===== config.mk =====
export PLATFORM = sky130hd
export DESIGN_NAME = alu_arbiter
export DESIGN_NICKNAME = d
export VERILOG_FILES = /design/src/rtl/alu_arbiter.sv
export SDC_FILE = /design/constraint.sdc
export NUM_CORES = 1
export LEC_CHECK = 0
export CAP_MARGIN = 30
export CORE_UTILIZATION = 34
export DETAILED_ROUTE_END_ITERATION = 10
export PLACE_DENSITY = 0.76
export SLEW_MARGIN = 10
export SYNTH_ARGS = -nofsm -noshare
export SYNTH_HDL_FRONTEND = slang
export SYNTH_SLANG_ARGS = --single-unit

===== constraint.sdc =====
create_clock -name clk -period 1.4 [get_ports clk]
set_clock_uncertainty 0.1 [all_clocks]
set_input_delay 0.14 -clock clk [delete_from_list [all_inputs] [get_ports clk]]
set_output_delay 0.14 -clock clk [all_outputs]
set_load 0.05 [all_outputs]

===== src/rtl/alu_arbiter.sv =====
// alu_arbiter: grants one of two requesters access to a shared external 8-bit ALU,
// registers the winning operands, captures the result and returns it tagged with the requester id.
module alu_arbiter #(
  parameter bit RR_EN = 1'b1
) (
  input  logic       clk,
  input  logic       reset,
  input  logic       req0_valid,
  output logic       req0_ready,
  input  logic [7:0] req0_a,
  input  logic [7:0] req0_b,
  input  logic [2:0] req0_op,
  input  logic       req1_valid,
  output logic       req1_ready,
  input  logic [7:0] req1_a,
  input  logic [7:0] req1_b,
  input  logic [2:0] req1_op,
  output logic [7:0] alu_a,
  output logic [7:0] alu_b,
  output logic [2:0] alu_op,
  input  logic [7:0] alu_out,
  input  logic       alu_zero,
  output logic       rsp_valid,
  input  logic       rsp_ready,
  output logic       rsp_id,
  output logic [7:0] rsp_data,
  output logic       rsp_zero,
  output logic       rsp_err,
  output logic       busy
);
  typedef enum logic [1:0] {IDLE, EXEC, RESP} state_t;
  state_t r_state;
  logic   r_last_grant;
  logic   w_idle, w_gnt0, w_gnt1;
  // req0 wins on a tie unless round-robin says it went last
  assign w_idle     = (r_state == IDLE) && !reset;
  assign w_gnt0     = w_idle && req0_valid && (!req1_valid || !RR_EN || r_last_grant);
  assign w_gnt1     = w_idle && req1_valid && !w_gnt0;
  assign req0_ready = w_gnt0;
  assign req1_ready = w_gnt1;
  assign busy       = (r_state != IDLE);
  always_ff @(posedge clk or posedge reset) begin
    if (reset) begin
      r_state      <= IDLE;
      r_last_grant <= 1'b1;
      alu_a        <= 8'h00;
      alu_b        <= 8'h00;
      alu_op       <= 3'b000;
      rsp_valid    <= 1'b0;
      rsp_id       <= 1'b0;
      rsp_data     <= 8'h00;
      rsp_zero     <= 1'b0;
      rsp_err      <= 1'b0;
    end else begin
      case (r_state)
        IDLE: if (w_gnt0 || w_gnt1) begin
          alu_a   <= w_gnt1 ? req1_a : req0_a;
          alu_b   <= w_gnt1 ? req1_b : req0_b;
          alu_op  <= w_gnt1 ? req1_op : req0_op;
          rsp_id  <= w_gnt1;
          r_state <= EXEC;
        end
        EXEC: begin
          rsp_data  <= alu_out;
          rsp_zero  <= alu_zero;
          rsp_err   <= (alu_op == 3'b111);
          rsp_valid <= 1'b1;
          r_state   <= RESP;
        end
        RESP: if (rsp_ready) begin
          rsp_valid    <= 1'b0;
          r_last_grant <= rsp_id;
          r_state      <= IDLE;
        end
        default: r_state <= IDLE;
      endcase
    end
  end
endmodule


# Word-level counts from Yosys, hierarchy flattened
# Cells that the tools add are included.
[totals] register_bits=34 latchBits=0 mem_bits_rw=0 mem_bits_ro=0 input_bits=52 out_inout_bits=34 elab_cells=40 memories=0
[op_classes] addsub=0 mul=0 div_mod_pow=0 order_cmp=0 eq_ne=5 shifts=0 muxes=8 n_bitwise=0 n_reduce_logical=17
[ops] op="$mux W8" count=2
[ops] op="$reduce_and A2 Y1" count=4
[ops] op="$pmux W2 S3" count=1
[ops] op="$logic_and A1 B1 Y1" count=5
[ops] op="$mux W2" count=2
[ops] op="$reduce_bool A2 Y1" count=2
[ops] op="$eq A3 B3 Y1 const B" count=1
[ops] op="$logic_not A1 Y1" count=3
[ops] op="$mux W3" count=1
[ops] op="$eq A2 B1 Y1 const B" count=1
[ops] op="$eq A2 B2 Y1 const B" count=1
[ops] op="$logic_not A2 Y1" count=1
[ops] op="$logic_or A1 B1 Y1" count=2
[ops] op="$ne A2 B1 Y1 const B" count=1
[ops] op="$ne A2 B2 Y1 const B" count=1
[ops] op="$pmux W1 S2" count=1
[ops] op="$mux W1" count=1

# Logic depth before layout (Yosys ltp)
[depth] ltp_word=9 depth_mapped=4 mapped_depth_nobuf=3

# Worst setup path after synthesis
# Ideal clock, no wire load.
[synth_timing] kind="reg2reg" startpoint="register r_state[1]" endpoint="register alu_op[0]" setup_ns=0.065 arrival_ns=1.544 required_ns=1.235 setup_slack_ns=-0.308 stages_incl_launch_ff=5 n_path_buf=1 synth_period_minus_slack_ns=1.708 path_cell_list="dfrtp_1 > or2_4 > a2111oi_4 > buf_6 > a221o_2"
[synth_between] elab_chain_cells=8 word_cells_on_any_way=10 classes_between="mux (1); reduce/logical (9)"
[synth_rtl] element="start: declaration" line="32" source="state_t r_state;"
[synth_rtl] element="start signal: assignment" line="44" source="r_state <= IDLE;"
[synth_rtl] element="start signal: assignment" line="61" source="r_state <= EXEC;"
[synth_rtl] element="start signal: assignment" line="68" source="r_state <= RESP;"
[synth_rtl] element="$logic_not A2 Y1 (*)" line="36" source="assign w_idle = (r_state == IDLE) && !reset;"
[synth_rtl] element="$logic_and A1 B1 Y1 (*)" line="36"
[synth_rtl] element="$logic_and A1 B1 Y1 (2 in series)" line="37" source="assign w_gnt0 = w_idle && req0_valid && (!req1_valid || !RR_EN || r_last_grant);"
[synth_rtl] element="$logic_not A1 Y1" line="38" source="assign w_gnt1 = w_idle && req1_valid && !w_gnt0;"
[synth_rtl] element="$logic_and A1 B1 Y1 (*)" line="38"
[synth_rtl] element="net req1_ready" line="14" source="output logic req1_ready,"
[synth_rtl] element="$logic_or A1 B1 Y1" line="56" source="IDLE: if (w_gnt0 || w_gnt1) begin"
[synth_rtl] element="$reduce_and A2 Y1 (no line)"
[synth_rtl] element="end signal: assignment" line="59" source="alu_op <= w_gnt1 ? req1_op : req0_op;"
[synth_rtl] element="end: declaration" line="20" source="output logic [2:0] alu_op,"
# The timed path passes the listed nets; every way through them passes the cells marked *.
# A chain may end at the register's enable or synchronous reset.

# Worst setup path after layout
[layout_timing] startpoint="register r_state[1]" endpoint="output port req1_ready"
[layout_between] elab_chain_cells=6 word_cells_on_any_way=7 classes_between="reduce/logical (7)"
[layout_rtl] element="$logic_not A2 Y1 (*)" line="36"
[layout_rtl] element="$logic_and A1 B1 Y1 (*)" line="36"
[layout_rtl] element="$logic_and A1 B1 Y1 (2 in series)" line="37"
[layout_rtl] element="$logic_not A1 Y1" line="38"
[layout_rtl] element="$logic_and A1 B1 Y1 (*)" line="38"
[layout_rtl] element="end: declaration" line="14"
# Every way passes the cells marked *; elsewhere a longest branch is shown, timed or not.

==> impl_results.md <==
* RePlAce Congestion at 0.6967
* Hold slack at ~0.096 ns
* Wirelength per Cell at between 15 and 20 µm
* Placed Area at 2833 µm²
* Max Cap Viol at 0
* Maximum vdd drop at between 0.0015 and 0.002 V
* Final nets at approximately 280
* Detailed Routing Iterations Pass 1 at 4
* Vias/cell at between 5 and 6
* Total clock sinks at 34
* Clock tree buffer depth at 2
* Largest net degree at the start of global routing at 19
* Register area at 854.6 µm²
* Global route overflow at 0
* Pwr Total at 7428 µW
* Initial antenna violation count at 0
* Area of the multi-input gates at about 640 µm²
* CTS tree: done
* Routed wire length at 4984 µm
* Die Height at between 60 and 70 µm
* Die X at slightly below 70 µm
* Diodes inserted at 0
* Synthesized flop and latch total at 34
* Yosys top cell area share at around 55%
* Max-slew violations at 0
* Io pins at 86
* Max Fclk at 0.5644 GHz
* Setup Viol. Count Final at 35
* Initial core utilization at between 30% and 40%
* Critical path's largest stage delay at around 0.44 ns
* Vias in the first global route at 1488
* Post-Syn Nets at about 170
* Later-pin clock latency in the skew report at roughly 0.27 ns
* Nature of the critical path endpoint: output pin
* Layout cells sized above 1 at 48.67%
* Rel. slew slack at between 70 and 80%
* Worst slew pin tran at approximately 0.33 ns
* HP Class: primary input to asynchronous set/reset pin
* Pwr per Cell Area at 2383 nW/µm²
* Overall Global Routing Usage at between 20 and 25%
* Tmin final at 1.772 ns
* Slowest-stage cell, CP: dfrtp_2
* Detailed-route via count at 1434
* Critical Path AT at between 1.5 and 2 ns
* Failing checks: negative setup slack
* CORE AREA at between 4000 and 5000 µm²
* Cts bufs inserted at 5
* Synth Warn # at 0
* Setup ws final at -0.3718 ns
* Unique masters post-synth at 26
* Die ar. at about 4700 µm²
* Critical Path Start Type: register
* Final period util at 126.6%
* Critical path buffers and inverters at 2
* DP HPWL at approximately 3400 µm
* Max H-tree Level at 2
* Clock root cell: clkbuf_8
* Final hold vios at 0
* Area contributors post-synth: dfrtp_1 55%, a221o_2 14%, and3_1 7.9%, mux2_2 7.5%, a2111oi_4 1.8%
* Worst path required time at around 1.2 ns
* Area leader, netlist: dfrtp_1
* # fillers at 249
* First-pass GRT wire length at approximately 7300 µm
* Critical Path, Cell by Cell: or2_4 -> a2111oi_4 -> buf_6 -> buf_12
* Pre-CTS setup slack at -0.3915 ns
* Iteration-0 DRC Markers at between 80 and 90
* PortBufs at 85
* CP delay by family, top: flip-flops
* Area grow syn2layout at 107.8%
* Antenna-violating nets left at 0
* Mapped Area at approximately 1500 µm²
* Peak fanout along the critical path at 4
* Mapped Cells at 114
* Post-route cell area at ~3100 µm²
* Status: complete, but fails checks
* DRC violations left at 0
* Crit path kind: register to output pin
* Unrepaired setup endpoints after global routing: true
* Register area share after synthesis at between 50 and 60%
* Site Rows at 23
* Syn Area/Cell at between 10 and 15 µm²
* Clk pin slew, worst setup/hold paths at about 0.060 ns
* LEAKAGE at 0.001435 µW
-- flip-flops by register name, summed over array words and instances, names as in the netlist --
register and cells:
rsp_data 8, rsp_valid 1, rsp_id 1, rsp_err 1, alu_op 3, r_state 2
alu_a 8, rsp_zero 1, alu_b 8, r_last_grant 1
-- timing repair --
action                     CTS  global route
buffers inserted             8             6
hold buffers                 0             0
setup endpoints to repair   34            35
cloned                       2             0
pin swaps                    3             8
gates resized for setup     18            18
-- metal layers --
layer	track usage (%)	wire length, µm
met5	0	0
met4	7.552	42
met3	6.500	398
met2	38.85	2517
met1	25.16	2025
-- metrics by stage --
step | cells | TNS, ns | util, %
2_1_floorplan | 114 | -4.234 | -
6_report | 276 | -6.080 | 75.74
4_1_cts | 272 | -4.608 | 73.58
5_1_grt | 276 | -7.637 | 75.74
3_3_place_gp | 256 | -7.117 | 68.84
3_5_place_dp | 256 | -8.470 | 68.84
-- power by group --
group / internal (µW) / total [µW] / switching, µW / leakage (µW)
combinational: 2480 / 4690 / 2210 / 0.000975
sequential: 1450 / 2020 / 570 / 0.000412
clock: 396 / 726 / 329 / 0.0000482
total: 4320 / 7430 / 3110 / 0.00144
-- cells in the mapped netlist (all sizes together) --
master / number
dfrtp: 33
a221o: 19
and3: 19
mux2: 10
clkbuf: 6
inv: 5
buf: 3
o21ai: 3
or2: 2
a2111oi: 1
a21o: 1
a21oi: 1
and2: 1
and2b: 1
dfstp: 1
nand2: 1
nand2b: 1
nand4: 1
nor2: 1
nor3: 1
nor4b: 1
o21bai: 1
or2b: 1
-- logic make-up (layout without fill, tap and decap cells) --
family | Yosys count | in the layout | synth area share, %
DFF | 34 | 34 | 56.80
and+or+nand+nor | 30 | 31 | 12.68
buffers and inverters | 14 | 125 | 4.587
muxes | 10 | 10 | 7.506
AOI/OAI and AO/OA | 26 | 26 | 18.43
-- worst paths after layout --
check	startpoint	endpoint	slack, ns	cells past startpoint
max	r_state[1]$_DFFE_PP0P_	req1_ready	-0.37	4
min	reset	alu_op[0]$_DFFE_PP0P_	0.1	3
max reg2reg	r_state[1]$_DFFE_PP0P_	alu_b[0]$_DFFE_PP0P_	-0.25	6
min reg2reg	rsp_data[6]$_DFFE_PP0P_	rsp_data[6]$_DFFE_PP0P_	0.48	1
max in group asynchronous	reset	alu_a[7]$_DFFE_PP0P_	0.87	3
min in group clk	alu_out[7]	rsp_data[7]$_DFFE_PP0P_	0.37	2
-- worst register-to-register path: cells and delay by family (launching register included) --
kind	cells	cell delay, ns
flip-flops	1	0.44
buffers and inverters	3	0.39
AO/OA/AOI/OAI	2	0.38
AND/OR/NAND/NOR	1	0.27
-- layout make-up --
cell class / instances / area share [%]
Timing Repair Buffer: 112 / 46.45
Sequential cell: 34 / 27.42
Multi-Input combinational cell: 67 / 20.59
Clock buffer: 7 / 2.770
Tap cell: 50 / 2.007
Inverter: 5 / 0.6022
Clock inverter: 1 / 0.1606
-- placed cells by master (no fill, tap or decap), types with 2 or more instances in the layout --
cell,synthesis,final
clkdlybuf4s50_1,0,49
buf_12,0,34
dfrtp_1,33,31
and3_1,19,18
a221o_2,18,18
buf_6,2,13
buf_4,0,13
mux2_2,10,7
clkbuf_8,0,6
inv_1,5,5
mux2_4,0,3
and2b_4,0,2
o21ai_1,0,2
or2_4,1,2
dlygate4sd2_1,0,2
dfrtp_2,0,2
Note: power is estimated with default switching activity, not from simulation.
